## config.mk

```make
export PLATFORM = sky130hd
export DESIGN_NAME = mem_rr_arbiter
export DESIGN_NICKNAME = d
export VERILOG_FILES = /design/src/rtl/mem_rr_arbiter.sv
export SDC_FILE = /design/constraint.sdc
export NUM_CORES = 1
export LEC_CHECK = 0
export BUFFER_PORTS_ARGS = -buffer_cell sky130_fd_sc_hd__buf_2
export CAP_MARGIN = 20
export CORE_ASPECT_RATIO = 1.2
export CORE_MARGIN = 4
export CORE_UTILIZATION = 42
export DETAILED_ROUTE_END_ITERATION = 10
export PLACE_DENSITY = 0.75
export SLEW_MARGIN = 20
export SYNTH_ARGS = -nofsm -noshare
export SYNTH_HDL_FRONTEND = slang
export SYNTH_SLANG_ARGS = --single-unit
```

## constraint.sdc

```tcl
create_clock -name clk_i -period 1.5 [get_ports clk_i]
set_clock_uncertainty 0.2 [all_clocks]
set_input_delay 0.15 -clock clk_i [delete_from_list [all_inputs] [get_ports clk_i]]
set_output_delay 0.15 -clock clk_i [all_outputs]
set_load 0.005 [all_outputs]
```

## src/rtl/mem_rr_arbiter.sv

```systemverilog
// -----------------------------------------------------------------------------
// mem_rr_arbiter
//
// Round-robin arbiter that lets two masters share one single-port memory with
// a valid/ready handshake and registered read data. One request is in flight
// at a time. A winning request is latched onto the memory pins, held there
// until the memory answers (or a timeout expires), and the outcome is returned
// to the owner as a one-cycle response pulse.
//
// Ports
//   clk_i                    clock, rising edge
//   rst_i                    asynchronous reset, active-low
//   req_valid{0,1}_i         requester k has a pending request
//   req_wr_rd_en{0,1}_i      1 = write, 0 = read
//   req_addr{0,1}_i          request address
//   req_wdata{0,1}_i         request write data
//   req_ready{0,1}_o         request accepted this cycle (combinational, IDLE)
//   resp_valid{0,1}_o        one-cycle completion pulse
//   resp_err{0,1}_o          completion was a timeout abort
//   resp_rdata{0,1}_o        read data (0 for writes/aborts), held until the
//                            requester's next response
//   mem_valid_o              memory request valid (registered)
//   mem_wr_rd_en_o           memory write/read select (registered)
//   mem_addr_o               memory address (registered)
//   mem_wdata_o              memory write data (registered)
//   mem_ready_i              memory ready, only looked at in ISSUE
//   mem_rdata_i              memory read data, only looked at in ISSUE
//   busy_o                   arbiter is not IDLE
// -----------------------------------------------------------------------------
module mem_rr_arbiter #(
  parameter int WIDTH          = 16,
  parameter int ADDR_WIDTH     = 4,
  parameter int TIMEOUT_CYCLES = 15
) (
  input  logic                  clk_i,
  input  logic                  rst_i,

  input  logic                  req_valid0_i,
  input  logic                  req_wr_rd_en0_i,
  input  logic [ADDR_WIDTH-1:0] req_addr0_i,
  input  logic [WIDTH-1:0]      req_wdata0_i,
  output logic                  req_ready0_o,
  output logic                  resp_valid0_o,
  output logic                  resp_err0_o,
  output logic [WIDTH-1:0]      resp_rdata0_o,

  input  logic                  req_valid1_i,
  input  logic                  req_wr_rd_en1_i,
  input  logic [ADDR_WIDTH-1:0] req_addr1_i,
  input  logic [WIDTH-1:0]      req_wdata1_i,
  output logic                  req_ready1_o,
  output logic                  resp_valid1_o,
  output logic                  resp_err1_o,
  output logic [WIDTH-1:0]      resp_rdata1_o,

  output logic                  mem_valid_o,
  output logic                  mem_wr_rd_en_o,
  output logic [ADDR_WIDTH-1:0] mem_addr_o,
  output logic [WIDTH-1:0]      mem_wdata_o,
  input  logic                  mem_ready_i,
  input  logic [WIDTH-1:0]      mem_rdata_i,

  output logic                  busy_o
);

  // Wide enough to hold TIMEOUT_CYCLES-1 for any legal TIMEOUT_CYCLES.
  localparam int CNT_W = (TIMEOUT_CYCLES > 2) ? $clog2(TIMEOUT_CYCLES) : 1;
  localparam logic [CNT_W-1:0] CNT_LAST = CNT_W'(TIMEOUT_CYCLES - 1);

  typedef enum logic [1:0] {
    S_IDLE  = 2'd0,
    S_ISSUE = 2'd1,
    S_DONE  = 2'd2
  } state_t;

  state_t           state_q;
  state_t           state_d;

  logic             owner_q;       // requester that owns the in-flight access
  logic             last_grant_q;  // owner of the most recent accepted request
  logic [CNT_W-1:0] cnt_q;         // cycles spent in ISSUE

  // Grant selection (IDLE only)
  logic                  grant_vld;
  logic                  grant_id;
  logic                  sel_wr_rd_en;
  logic [ADDR_WIDTH-1:0] sel_addr;
  logic [WIDTH-1:0]      sel_wdata;

  // ISSUE completion conditions
  logic             issue_ok;
  logic             issue_to;
  logic             issue_end;
  logic [WIDTH-1:0] resp_data_d;

  // ---------------------------------------------------------------------------
  // Round-robin grant: a lone requester always wins; on a tie the requester
  // that did not win last time gets it.
  // ---------------------------------------------------------------------------
  always_comb begin
    grant_vld = req_valid0_i | req_valid1_i;
    grant_id  = 1'b0;
    if (req_valid0_i && req_valid1_i) begin
      grant_id = ~last_grant_q;
    end else if (req_valid1_i) begin
      grant_id = 1'b1;
    end
  end

  always_comb begin
    sel_wr_rd_en = req_wr_rd_en0_i;
    sel_addr     = req_addr0_i;
    sel_wdata    = req_wdata0_i;
    if (grant_id) begin
      sel_wr_rd_en = req_wr_rd_en1_i;
      sel_addr     = req_addr1_i;
      sel_wdata    = req_wdata1_i;
    end
  end

  // A ready on the timeout edge still counts as a normal completion, so the
  // timeout term is qualified with !mem_ready_i.
  always_comb begin
    issue_ok  = (state_q == S_ISSUE) && mem_ready_i;
    issue_to  = (state_q == S_ISSUE) && !mem_ready_i && (cnt_q == CNT_LAST);
    issue_end = issue_ok || issue_to;
    resp_data_d = '0;
    if (issue_ok && !mem_wr_rd_en_o) begin
      resp_data_d = mem_rdata_i;
    end
  end

  // ---------------------------------------------------------------------------
  // FSM: state register
  // ---------------------------------------------------------------------------
  always_ff @(posedge clk_i or negedge rst_i) begin
    if (!rst_i) begin
      state_q <= S_IDLE;
    end else begin
      state_q <= state_d;
    end
  end

  // ---------------------------------------------------------------------------
  // FSM: next-state logic
  // ---------------------------------------------------------------------------
  always_comb begin
    state_d = state_q;
    unique case (state_q)
      S_IDLE:  if (grant_vld) state_d = S_ISSUE;
      S_ISSUE: if (issue_end) state_d = S_DONE;
      S_DONE:  state_d = S_IDLE;
      default: state_d = S_IDLE;
    endcase
  end

  // ---------------------------------------------------------------------------
  // FSM: combinational outputs
  // ---------------------------------------------------------------------------
  always_comb begin
    req_ready0_o = 1'b0;
    req_ready1_o = 1'b0;
    busy_o       = (state_q != S_IDLE);
    if (state_q == S_IDLE && grant_vld) begin
      req_ready0_o = ~grant_id;
      req_ready1_o =  grant_id;
    end
  end

  // ---------------------------------------------------------------------------
  // Request stage: memory request pins and arbitration bookkeeping.
  // Cleared asynchronously so a reset mid-access drops mem_valid_o at once.
  // ---------------------------------------------------------------------------
  always_ff @(posedge clk_i or negedge rst_i) begin
    if (!rst_i) begin
      owner_q        <= 1'b0;
      last_grant_q   <= 1'b1;
      cnt_q          <= '0;
      mem_valid_o    <= 1'b0;
      mem_wr_rd_en_o <= 1'b0;
      mem_addr_o     <= '0;
      mem_wdata_o    <= '0;
    end else begin
      unique case (state_q)
        S_IDLE: begin
          if (grant_vld) begin
            mem_valid_o    <= 1'b1;
            mem_wr_rd_en_o <= sel_wr_rd_en;
            mem_addr_o     <= sel_addr;
            mem_wdata_o    <= sel_wdata;
            owner_q        <= grant_id;
            last_grant_q   <= grant_id;
            cnt_q          <= '0;
          end
        end
        S_ISSUE: begin
          cnt_q <= cnt_q + CNT_W'(1);
          if (issue_end) begin
            mem_valid_o <= 1'b0;
          end
        end
        default: ;
      endcase
    end
  end

  // ---------------------------------------------------------------------------
  // Response stage: one-cycle pulse to the owner; read data is held per
  // requester until that requester's next completion.
  // ---------------------------------------------------------------------------
  always_ff @(posedge clk_i or negedge rst_i) begin
    if (!rst_i) begin
      resp_valid0_o <= 1'b0;
      resp_err0_o   <= 1'b0;
      resp_rdata0_o <= '0;
      resp_valid1_o <= 1'b0;
      resp_err1_o   <= 1'b0;
      resp_rdata1_o <= '0;
    end else begin
      if (issue_end) begin
        if (owner_q) begin
          resp_valid1_o <= 1'b1;
          resp_err1_o   <= issue_to;
          resp_rdata1_o <= resp_data_d;
        end else begin
          resp_valid0_o <= 1'b1;
          resp_err0_o   <= issue_to;
          resp_rdata0_o <= resp_data_d;
        end
      end else if (state_q == S_DONE) begin
        resp_valid0_o <= 1'b0;
        resp_err0_o   <= 1'b0;
        resp_valid1_o <= 1'b0;
        resp_err1_o   <= 1'b0;
      end
    end
  end

endmodule

```

==> report_table.html, run 1 <==
<table>
<tr><th>Metric</th><th>Value</th></tr>
<tr><th colspan="2">Worst setup path</th></tr>
<tr><td>Gate family responsible for the most delay along the worst path</td><td>flip-flops</td></tr>
<tr><td>Cell-by-cell trace of the critical path</td><td>buf_6 -&gt; nor2b_4 -&gt; buf_12 -&gt; nor3b_2 -&gt; buf_2</td></tr>
<tr><td>CP arrival</td><td>1400 ps</td></tr>
<tr><td>Crit start category</td><td>register</td></tr>
<tr><td>Worst setup path class</td><td>reg2out</td></tr>
<tr><td>Element type at the critical path end</td><td>primary output</td></tr>
<tr><td>Slowest stage cell, crit path</td><td>sky130_fd_sc_hd__dfstp_2</td></tr>
<tr><td>Crit-path max FO</td><td>2</td></tr>
<tr><td>Sum of buffers and inverters on the critical path</td><td>3</td></tr>
<tr><td>Maximum cell stage delay along the critical path</td><td>540 ps</td></tr>
<tr><td>WP data required</td><td>1150 ps</td></tr>
<tr><th colspan="2">Placed design</th></tr>
<tr><td>Final weighted congestion of routability-driven global placement</td><td>0.759</td></tr>
<tr><td>Half-perimeter wire length after detailed placement</td><td>5270 um</td></tr>
<tr><td>Placed Area</td><td>3640 um^2</td></tr>
<tr><td>Total of buffers placed on input and output ports</td><td>123</td></tr>
<tr><th colspan="2">Timing</th></tr>
<tr><td>Minimum clock period</td><td>1750 ps</td></tr>
<tr><td>Minimum setup slack in the final design</td><td>-254 ps</td></tr>
<tr><td>Number of hold-slack violations in the final timing report</td><td>0</td></tr>
<tr><td>RSZ-0062 raised after global routing</td><td>true</td></tr>
<tr><td>Hold Worst Slack</td><td>13.5 ps</td></tr>
<tr><td>Final Setup Violations</td><td>60</td></tr>
<tr><td>Accumulated negative setup slack</td><td>-5600 ps</td></tr>
<tr><td>Fmax</td><td>570 MHz</td></tr>
<tr><td>Max transition margin</td><td>77.3%</td></tr>
<tr><td>Slew @ Worst Pin</td><td>340 ps</td></tr>
<tr><td>Final count of pins violating max slew</td><td>0</td></tr>
<tr><td>Final cycle utilization of the critical path</td><td>117%</td></tr>
<tr><th colspan="2">Synth</th></tr>
<tr><td>Syn. warnings</td><td>0</td></tr>
<tr><td>Synth Instances</td><td>234</td></tr>
<tr><td>Fraction of registers with async set or reset after synthesis</td><td>100%</td></tr>
<tr><td>Top FF cell, synth</td><td>sky130_fd_sc_hd__dfrtp_1</td></tr>
<tr><td>Share of the synthesized area in the top cell type</td><td>57.5%</td></tr>
<tr><td>Total standard cell area after synthesis</td><td>2830 um^2</td></tr>
<tr><td>Seq cells post-synth</td><td>66</td></tr>
<tr><td>Net count after synthesis</td><td>299</td></tr>
<tr><td>Distinct cells, synth</td><td>34</td></tr>
<tr><td>Cells taking the most area after synthesis</td><td>sky130_fd_sc_hd__dfrtp_1, sky130_fd_sc_hd__a32o_1, sky130_fd_sc_hd__a221o_1</td></tr>
<tr><td>Proportion of synthesized chip area in sequential cells</td><td>58.5%</td></tr>
<tr><td>Avg Inst Size Synth</td><td>12.1 um^2</td></tr>
<tr><td>Number of flops mapped to enable cells by yosys</td><td>0</td></tr>
<tr><td>Largest area contributor in the synthesized netlist</td><td>sky130_fd_sc_hd__dfrtp_1</td></tr>
<tr><th colspan="2">Flow run</th></tr>
<tr><td>Number of max-capacitance violations reported</td><td>0</td></tr>
<tr><th colspan="2">Power and ir drop</th></tr>
<tr><td>Share of total power in combinational logic</td><td>48.9%</td></tr>
<tr><td>Power share of the sequential group</td><td>33.5%</td></tr>
<tr><td>Switching part of the total</td><td>35.5%</td></tr>
<tr><td>Switching component of the power</td><td>3.25 mW</td></tr>
<tr><td>Share of total power in the clock network</td><td>17.5%</td></tr>
<tr><td>Highest ir drop seen on vdd</td><td>1190 uV</td></tr>
<tr><td>PwrDens</td><td>1850 nW/um^2</td></tr>
<tr><td>Leakage component of the power</td><td>2.40 nW</td></tr>
<tr><td>Cell Int Power</td><td>5.89 mW</td></tr>
<tr><td>Pwr Total</td><td>9.13 mW</td></tr>
<tr><th colspan="2">Global routing</th></tr>
<tr><td>Number of global-route vias before repair</td><td>3246</td></tr>
<tr><td>Global routing's busiest layer</td><td>met2</td></tr>
<tr><td>Met3 Track Usage GR</td><td>8.02%</td></tr>
<tr><td>Largest net degree at the start of global routing</td><td>67</td></tr>
<tr><td>Global-route track usage on met2</td><td>44.0%</td></tr>
<tr><td>Global-route usage over all layers</td><td>25.5%</td></tr>
<tr><td>Overflow after GRT</td><td>0</td></tr>
<tr><td>First-pass GRT wire length</td><td>16600 um</td></tr>
<tr><td>Initial antenna violation count</td><td>0</td></tr>
<tr><td>Global-route met1 utilization</td><td>28.8%</td></tr>
<tr><th colspan="2">Detailed routing</th></tr>
<tr><td>Vias per Instance</td><td>5.74</td></tr>
<tr><td>DR WL/cell</td><td>19.6 um</td></tr>
<tr><td>Remaining DRCs</td><td>0</td></tr>
<tr><td>Post-route antenna net violation count</td><td>0</td></tr>
<tr><td>Total wirelength of the detailed-routed design</td><td>10400 um</td></tr>
<tr><td>1st-pass router iterations</td><td>4</td></tr>
<tr><td>Iteration-0 DRC Markers</td><td>155</td></tr>
<tr><td>Via count</td><td>3040</td></tr>
<tr><th colspan="2">Floorplanning</th></tr>
<tr><td>Ports</td><td>124</td></tr>
<tr><td>Number of placement rows</td><td>32</td></tr>
<tr><td>Die Wd</td><td>82.9 um</td></tr>
<tr><td>Area enclosed by the die boundary</td><td>8120 um^2</td></tr>
<tr><td>Placeable core region</td><td>6490 um^2</td></tr>
<tr><td>Starting density of the core</td><td>43.6%</td></tr>
<tr><td>Die height</td><td>97.9 um</td></tr>
<tr><th colspan="2">Clocking</th></tr>
<tr><td>Inserted Clock Buffers</td><td>9</td></tr>
<tr><td>Clock tree sinks</td><td>66</td></tr>
<tr><td>CTS tree</td><td>built</td></tr>
<tr><td>Cell chosen for the clock root</td><td>sky130_fd_sc_hd__clkbuf_8</td></tr>
<tr><td>Clock transition at path regs</td><td>70 ps</td></tr>
<tr><td>Clock latency reported for the late side of the worst-skew pair</td><td>330 ps</td></tr>
<tr><td>Clock Path Buffers</td><td>2</td></tr>
<tr><td>Deepest level of the CTS H-tree</td><td>3</td></tr>
<tr><th colspan="2">Final layout</th></tr>
<tr><td>Number of nets in the finished design</td><td>505</td></tr>
<tr><td>Antenna diode count</td><td>0</td></tr>
<tr><td>Filler cells</td><td>417</td></tr>
<tr><td>Area Growth Syn to Fin</td><td>74.5%</td></tr>
<tr><td>Fraction of final layout cells with drive strength greater than 1</td><td>50.1%</td></tr>
<tr><td>Summed area of non-filler cells in the final layout</td><td>4930 um^2</td></tr>
<tr><th colspan="2">Outcome</th></tr>
<tr><td>Result of the run</td><td>finished, violations left</td></tr>
<tr><td>Violated checks</td><td>setup timing</td></tr>
<tr><th colspan="2">Min path</th></tr>
<tr><td>Min-Delay Path Class</td><td>in2reg</td></tr>
</table>
[metrics by stage]
step	util [%]	cells	setup slack (ps)
final	76.1	530	-254
after global routing	76.1	530	-304
after CTS	73.9	528	-267
after detailed placement	56.1	440	-79.7
after global placement	56.1	440	-45.2
after floorplan	-	234	-84.0
[synthesized netlist by cell type (4+ instances only)]
master	n
sky130_fd_sc_hd__nand2_1	27
sky130_fd_sc_hd__nor3_1	22
sky130_fd_sc_hd__clkbuf_1	5
sky130_fd_sc_hd__a32o_1	32
sky130_fd_sc_hd__dfrtp_1	65
sky130_fd_sc_hd__buf_4	5
sky130_fd_sc_hd__nor2_1	4
sky130_fd_sc_hd__a221o_1	21
sky130_fd_sc_hd__o21ai_0	4
sky130_fd_sc_hd__buf_2	10
sky130_fd_sc_hd__inv_1	4
[cell type report]
| type | count | area [um^2] | share of cell area [%] |
|---|---|---|---|
| tap | 85 | 106 | 2.16 |
| clock inverter | 1 | 30.0 | 0.609 |
| sequential | 66 | 1650 | 33.5 |
| clock buffer | 15 | 186 | 3.78 |
| multi-input combinational | 144 | 1300 | 26.3 |
| timing repair buffer | 215 | 1650 | 33.4 |
| inverter | 4 | 15.0 | 0.304 |
[flip-flops by register name, summed over array words and instances, names as in the netlist]
name and flops:
mem_wdata_o 16, mem_addr_o 4, owner_q 1, resp_valid1_o 1, mem_wr_rd_en_o 1, resp_err0_o 1
resp_rdata0_o 16, last_grant_q 1, mem_valid_o 1, resp_err1_o 1, resp_rdata1_o 16, cnt_q 4
state_q 2, resp_valid0_o 1
[cell families (layout without fill, tap and decap cells)]
kind of cell	after synthesis	after routing	synth area share [%]
AOI/OAI and AO/OA	67	67	22.2
xor gates and xnor gates	1	1	0.310
adders and majority gates	2	2	0.885
buffers and inverters	27	235	5.49
DFF	66	66	58.5
and+or+nand+nor	71	74	12.7
[layout by cell type (no fill, tap or decap), types with 2 or more instances in the layout]
| master | n |
|---|---|
| sky130_fd_sc_hd__a21o_1 | 2 |
| sky130_fd_sc_hd__a221o_1 | 21 |
| sky130_fd_sc_hd__a32o_1 | 32 |
| sky130_fd_sc_hd__buf_12 | 7 |
| sky130_fd_sc_hd__buf_16 | 2 |
| sky130_fd_sc_hd__buf_2 | 122 |
| sky130_fd_sc_hd__buf_4 | 14 |
| sky130_fd_sc_hd__buf_6 | 20 |
| sky130_fd_sc_hd__buf_8 | 2 |
| sky130_fd_sc_hd__clkbuf_1 | 2 |
| sky130_fd_sc_hd__clkbuf_8 | 13 |
| sky130_fd_sc_hd__dfrtp_1 | 65 |
| sky130_fd_sc_hd__dlygate4sd3_1 | 48 |
| sky130_fd_sc_hd__inv_1 | 3 |
| sky130_fd_sc_hd__nand2_1 | 24 |
| sky130_fd_sc_hd__nand2_2 | 2 |
| sky130_fd_sc_hd__nand2_4 | 3 |
| sky130_fd_sc_hd__nand2_8 | 3 |
| sky130_fd_sc_hd__nand3_1 | 3 |
| sky130_fd_sc_hd__nor2_1 | 3 |
| sky130_fd_sc_hd__nor2b_4 | 2 |
| sky130_fd_sc_hd__nor3_1 | 9 |
| sky130_fd_sc_hd__nor3_2 | 12 |
| sky130_fd_sc_hd__o21ai_0 | 4 |
| sky130_fd_sc_hd__o311ai_4 | 2 |
[per-layer routing]
metal / share of wire, % / wire length [um] / vias to the layer above
met3: 9.3 / 972 / 40
li1: - / - / 1323
met4: 4.3 / 448 / 0
met5: 0 / 0 / -
met1: 35 / 3630 / 1475
met2: 51 / 5350 / 202
[what timing repair did]
| action | CTS | global route |
|---|---|---|
| endpoints found under the setup margin | 56 | 67 |
| hold endpoints to repair | 122 | 0 |
| setup buffers | 19 | 3 |
| hold buffers | 48 | 0 |
| resized for setup | 42 | 35 |
| pin swaps | 11 | 9 |
| cloned | 6 | 1 |
[final timing paths]
kind / depth (start not counted) / slack [ps] / endpoint / startpoint
worst max-delay path: 5 / -250 / req_ready0_o / last_grant_q
worst min-delay path: 4 / 10 / mem_wdata_o[12] / req_wdata0_i[12]
worst max register to register: 5 / -190 / mem_addr_o[2] / last_grant_q
worst min register to register: 1 / 290 / resp_rdata1_o[4] / resp_rdata1_o[4]
max in group asynchronous: 3 / 610 / last_grant_q / rst_i
min in group asynchronous: 3 / 180 / resp_rdata1_o[7] / rst_i
[worst reg2reg max path, stage by stage, from the launching register on]
cell,delay (ps)
sky130_fd_sc_hd__dfstp_2,540
sky130_fd_sc_hd__nand2_1,50
sky130_fd_sc_hd__and3_4,160
sky130_fd_sc_hd__buf_6,120
sky130_fd_sc_hd__buf_12,130
sky130_fd_sc_hd__a221o_1,370
[power groups by stage]
| stage | Clock, mW | Sequential, mW | Combinational, mW |
|---|---|---|---|
| after CTS | 1.62 | 3.01 | 4.12 |
| after global placement | 0 | 3.00 | 3.11 |
| after global routing | 1.70 | 3.15 | 4.80 |
| final | 1.60 | 3.06 | 4.47 |
| after detailed placement | 0 | 3.01 | 3.22 |
| after floorplan | 0 | 3.06 | 1.70 |
Power figures use the tool's default switching activity.
==> run 2: changes to the inputs <==
==> config.mk (replaced) <==
export PLATFORM = sky130hd
export DESIGN_NAME = mem_rr_arbiter
export DESIGN_NICKNAME = d
export VERILOG_FILES = /design/src/rtl/mem_rr_arbiter.sv
export SDC_FILE = /design/constraint.sdc
export NUM_CORES = 1
export LEC_CHECK = 0
export BUFFER_PORTS_ARGS = -buffer_cell sky130_fd_sc_hd__clkbuf_2
export CAP_MARGIN = 20
export CORE_ASPECT_RATIO = 1.2
export CORE_MARGIN = 4
export CORE_UTILIZATION = 47
export DETAILED_ROUTE_END_ITERATION = 10
export GPL_TIMING_DRIVEN = 0
export PLACE_DENSITY = 0.79
export SLEW_MARGIN = 20
export SYNTH_ARGS = -nofsm -noshare
export SYNTH_HDL_FRONTEND = slang
export SYNTH_SLANG_ARGS = --single-unit
==> constraint.sdc (replaced) <==
create_clock -name clk_i -period 2 [get_ports clk_i]
set_clock_uncertainty 0.2 [all_clocks]
set_input_delay 0.2 -clock clk_i [delete_from_list [all_inputs] [get_ports clk_i]]
set_output_delay 0.2 -clock clk_i [all_outputs]
set_load 0.005 [all_outputs]
==> run 2 against run 1 <==
Worst setup slack better by 320 ps; combinational power is 47% lower; critical endpoint unchanged; global-route usage is 2.2 points lower; largest power group unchanged; hold slack better by 45 ps; the flow now finishes without violations.
==> report_table.html, run 2 (synthesized netlist as in run 1, its figures left out) <==
<table>
<tr><th>Metric</th><th>Value</th></tr>
<tr><th colspan="2">Outcome</th></tr>
<tr><td>Result of the run</td><td>finished clean</td></tr>
<tr><th colspan="2">Power and ir drop</th></tr>
<tr><td>Highest ir drop seen on vdd</td><td>754 uV</td></tr>
<tr><td>Power share of the sequential group</td><td>40.2%</td></tr>
<tr><td>Share of total power in the clock network</td><td>18.8%</td></tr>
<tr><td>Switching component of the power</td><td>2.05 mW</td></tr>
<tr><td>PwrDens</td><td>1370 nW/um^2</td></tr>
<tr><td>Leakage component of the power</td><td>2.09 nW</td></tr>
<tr><td>Switching part of the total</td><td>35.7%</td></tr>
<tr><td>Cell Int Power</td><td>3.69 mW</td></tr>
<tr><td>Share of total power in combinational logic</td><td>41.0%</td></tr>
<tr><th colspan="2">Clocking</th></tr>
<tr><td>Clock tree sinks</td><td>66</td></tr>
<tr><td>Cell chosen for the clock root</td><td>sky130_fd_sc_hd__clkbuf_8</td></tr>
<tr><td>Inserted Clock Buffers</td><td>9</td></tr>
<tr><td>Clock latency reported for the late side of the worst-skew pair</td><td>340 ps</td></tr>
<tr><td>Deepest level of the CTS H-tree</td><td>3</td></tr>
<tr><td>Clock Path Buffers</td><td>2</td></tr>
<tr><td>Clock transition at path regs</td><td>80 ps</td></tr>
<tr><td>CTS tree</td><td>built</td></tr>
<tr><th colspan="2">Timing</th></tr>
<tr><td>Accumulated negative setup slack</td><td>0 ps</td></tr>
<tr><td>Slew @ Worst Pin</td><td>472 ps</td></tr>
<tr><td>Final cycle utilization of the critical path</td><td>96.9%</td></tr>
<tr><td>Final count of pins violating max slew</td><td>0</td></tr>
<tr><td>Minimum clock period</td><td>1940 ps</td></tr>
<tr><td>Number of hold-slack violations in the final timing report</td><td>0</td></tr>
<tr><td>Hold Worst Slack</td><td>58.5 ps</td></tr>
<tr><td>Max transition margin</td><td>68.3%</td></tr>
<tr><td>Final Setup Violations</td><td>0</td></tr>
<tr><td>Fmax</td><td>516 MHz</td></tr>
<tr><th colspan="2">Final layout</th></tr>
<tr><td>Fraction of final layout cells with drive strength greater than 1</td><td>40.3%</td></tr>
<tr><td>Top library cells by usage in the layout, fill and taps aside</td><td>sky130_fd_sc_hd__clkbuf_2, sky130_fd_sc_hd__dfrtp_1, sky130_fd_sc_hd__dlygate4sd3_1</td></tr>
<tr><td>Most frequent standard cell in the layout excluding fill and tap cells</td><td>sky130_fd_sc_hd__clkbuf_2</td></tr>
<tr><td>Filler cells</td><td>421</td></tr>
<tr><td>Area Growth Syn to Fin</td><td>47.8%</td></tr>
<tr><td>Antenna diode count</td><td>0</td></tr>
<tr><td>Number of nets in the finished design</td><td>474</td></tr>
<tr><td>Leading registers by flop count</td><td>mem_wdata_o x16, resp_rdata0_o x16, resp_rdata1_o x16</td></tr>
<tr><th colspan="2">Flow run</th></tr>
<tr><td>Number of max-capacitance violations reported</td><td>0</td></tr>
<tr><th colspan="2">Placed design</th></tr>
<tr><td>Final weighted congestion of routability-driven global placement</td><td>0.797</td></tr>
<tr><td>Total of buffers placed on input and output ports</td><td>122</td></tr>
<tr><td>Half-perimeter wire length after detailed placement</td><td>5560 um</td></tr>
<tr><th colspan="2">Detailed routing</th></tr>
<tr><td>Iteration-0 DRC Markers</td><td>100</td></tr>
<tr><td>Remaining DRCs</td><td>0</td></tr>
<tr><td>Total wirelength of the detailed-routed design</td><td>8370 um</td></tr>
<tr><td>Via count</td><td>2743</td></tr>
<tr><td>DR WL/cell</td><td>16.9 um</td></tr>
<tr><td>Met2 layer wire length in the routed design</td><td>4240 um</td></tr>
<tr><td>Post-route antenna net violation count</td><td>0</td></tr>
<tr><td>Vias per Instance</td><td>5.55</td></tr>
<tr><td>Uppermost metal layer occupied by signal nets</td><td>met4</td></tr>
<tr><td>Met3 routed wirelength</td><td>653 um</td></tr>
<tr><td>1st-pass router iterations</td><td>4</td></tr>
<tr><td>Wl on met1</td><td>3300 um</td></tr>
<tr><th colspan="2">Global routing</th></tr>
<tr><td>Global-route usage over all layers</td><td>23.3%</td></tr>
<tr><td>Largest net degree at the start of global routing</td><td>43</td></tr>
<tr><td>First-pass GRT wire length</td><td>13300 um</td></tr>
<tr><td>Initial antenna violation count</td><td>0</td></tr>
<tr><td>Number of global-route vias before repair</td><td>2854</td></tr>
<tr><td>Overflow after GRT</td><td>0</td></tr>
<tr><th colspan="2">Floorplanning</th></tr>
<tr><td>Die Wd</td><td>78.8 um</td></tr>
<tr><td>Die height</td><td>93.0 um</td></tr>
<tr><td>Placeable core region</td><td>5740 um^2</td></tr>
<tr><td>Number of placement rows</td><td>30</td></tr>
<tr><td>Starting density of the core</td><td>49.2%</td></tr>
<tr><td>Area enclosed by the die boundary</td><td>7330 um^2</td></tr>
<tr><td>Ports</td><td>124</td></tr>
<tr><th colspan="2">Worst setup path</th></tr>
<tr><td>Slowest stage cell, crit path</td><td>sky130_fd_sc_hd__dfrtp_1</td></tr>
<tr><td>WP data required</td><td>1600 ps</td></tr>
<tr><td>Cell-by-cell trace of the critical path</td><td>buf_4 -&gt; nor2_4 -&gt; clkinvlp_4 -&gt; nor3b_1 -&gt; clkbuf_2</td></tr>
<tr><td>Maximum cell stage delay along the critical path</td><td>360 ps</td></tr>
<tr><td>Worst setup path class</td><td>reg2out</td></tr>
<tr><td>Crit-path max FO</td><td>9</td></tr>
<tr><td>CP arrival</td><td>1540 ps</td></tr>
<tr><td>Crit start category</td><td>register</td></tr>
<tr><td>Element type at the critical path end</td><td>primary output</td></tr>
<tr><th colspan="2">Min path</th></tr>
<tr><td>Min-Delay Path Class</td><td>in2reg</td></tr>
</table>
[run 2: cell type report]
class / count / area [um^2] / share of cell area, %
clock inverter: 7 / 70.1 / 1.68
sequential: 66 / 1650 / 39.5
tap: 80 / 100 / 2.39
multi-input combinational: 141 / 1030 / 24.6
buffer: 21 / 131 / 3.14
inverter: 4 / 18.8 / 0.449
timing repair buffer: 166 / 1060 / 25.3
clock buffer: 9 / 124 / 2.96
[run 2: worst max-delay path: cells and delay by family (launching register included)]
kind          cells  cell delay [ps]
flops             1              360
simple gates      2              360
buf+inv           3              490
[run 2: per-stage QoR]
stage | power [mW] | instance area (um^2) | utilization, % | worst slack (ps) | instances
floorplan | 3.53 | 2830 | - | 358 | 234
global route | 6.11 | 4180 | 72.8 | -5.19 | 494
finish | 5.74 | 4180 | 72.8 | 61.9 | 494
CTS | 5.69 | 4160 | 72.4 | -9.72 | 492
global placement | 4.44 | 3540 | 61.6 | 161 | 436
detailed placement | 4.54 | 3560 | 62.0 | 188 | 437
[run 2: power groups by stage]
stage	logic [mW]	registers, mW	clock network (mW)
2_1_floorplan	1.24	2.29	0
3_3_place_gp	2.16	2.29	0
3_5_place_dp	2.24	2.30	0
4_1_cts	2.30	2.29	1.10
5_1_grt	2.57	2.37	1.16
6_report	2.35	2.30	1.08
[run 2: worst paths after layout]
kind	from	to	slack, ps	cells past startpoint
setup / recovery	state_q[0]	req_ready0_o	60	5
hold / removal	req_addr0_i[3]	mem_addr_o[3]	60	4
setup reg to reg	state_q[0]	mem_wdata_o[1]	90	7
hold reg to reg	resp_valid0_o	resp_valid0_o	280	2
max in group asynchronous	rst_i	last_grant_q	880	3
min in group asynchronous	rst_i	resp_rdata1_o[1]	130	2
[run 2: what timing repair did]
item / CTS / global route
resized for setup: 2 / 5
pin swaps: 0 / 2
hold buffers: 40 / 0
endpoints found under the hold margin: 120 / 0
setup buffers: 0 / 3
setup endpoints to repair: 2 / 2
[run 2: per-layer routing]
metal / global-route usage (%) / vias to the layer above
met1: 26.9 / 1333
met4: 11.2 / 0
met5: 0 / -
met3: 4.82 / 15
li1: - / 1259
met2: 40.9 / 136
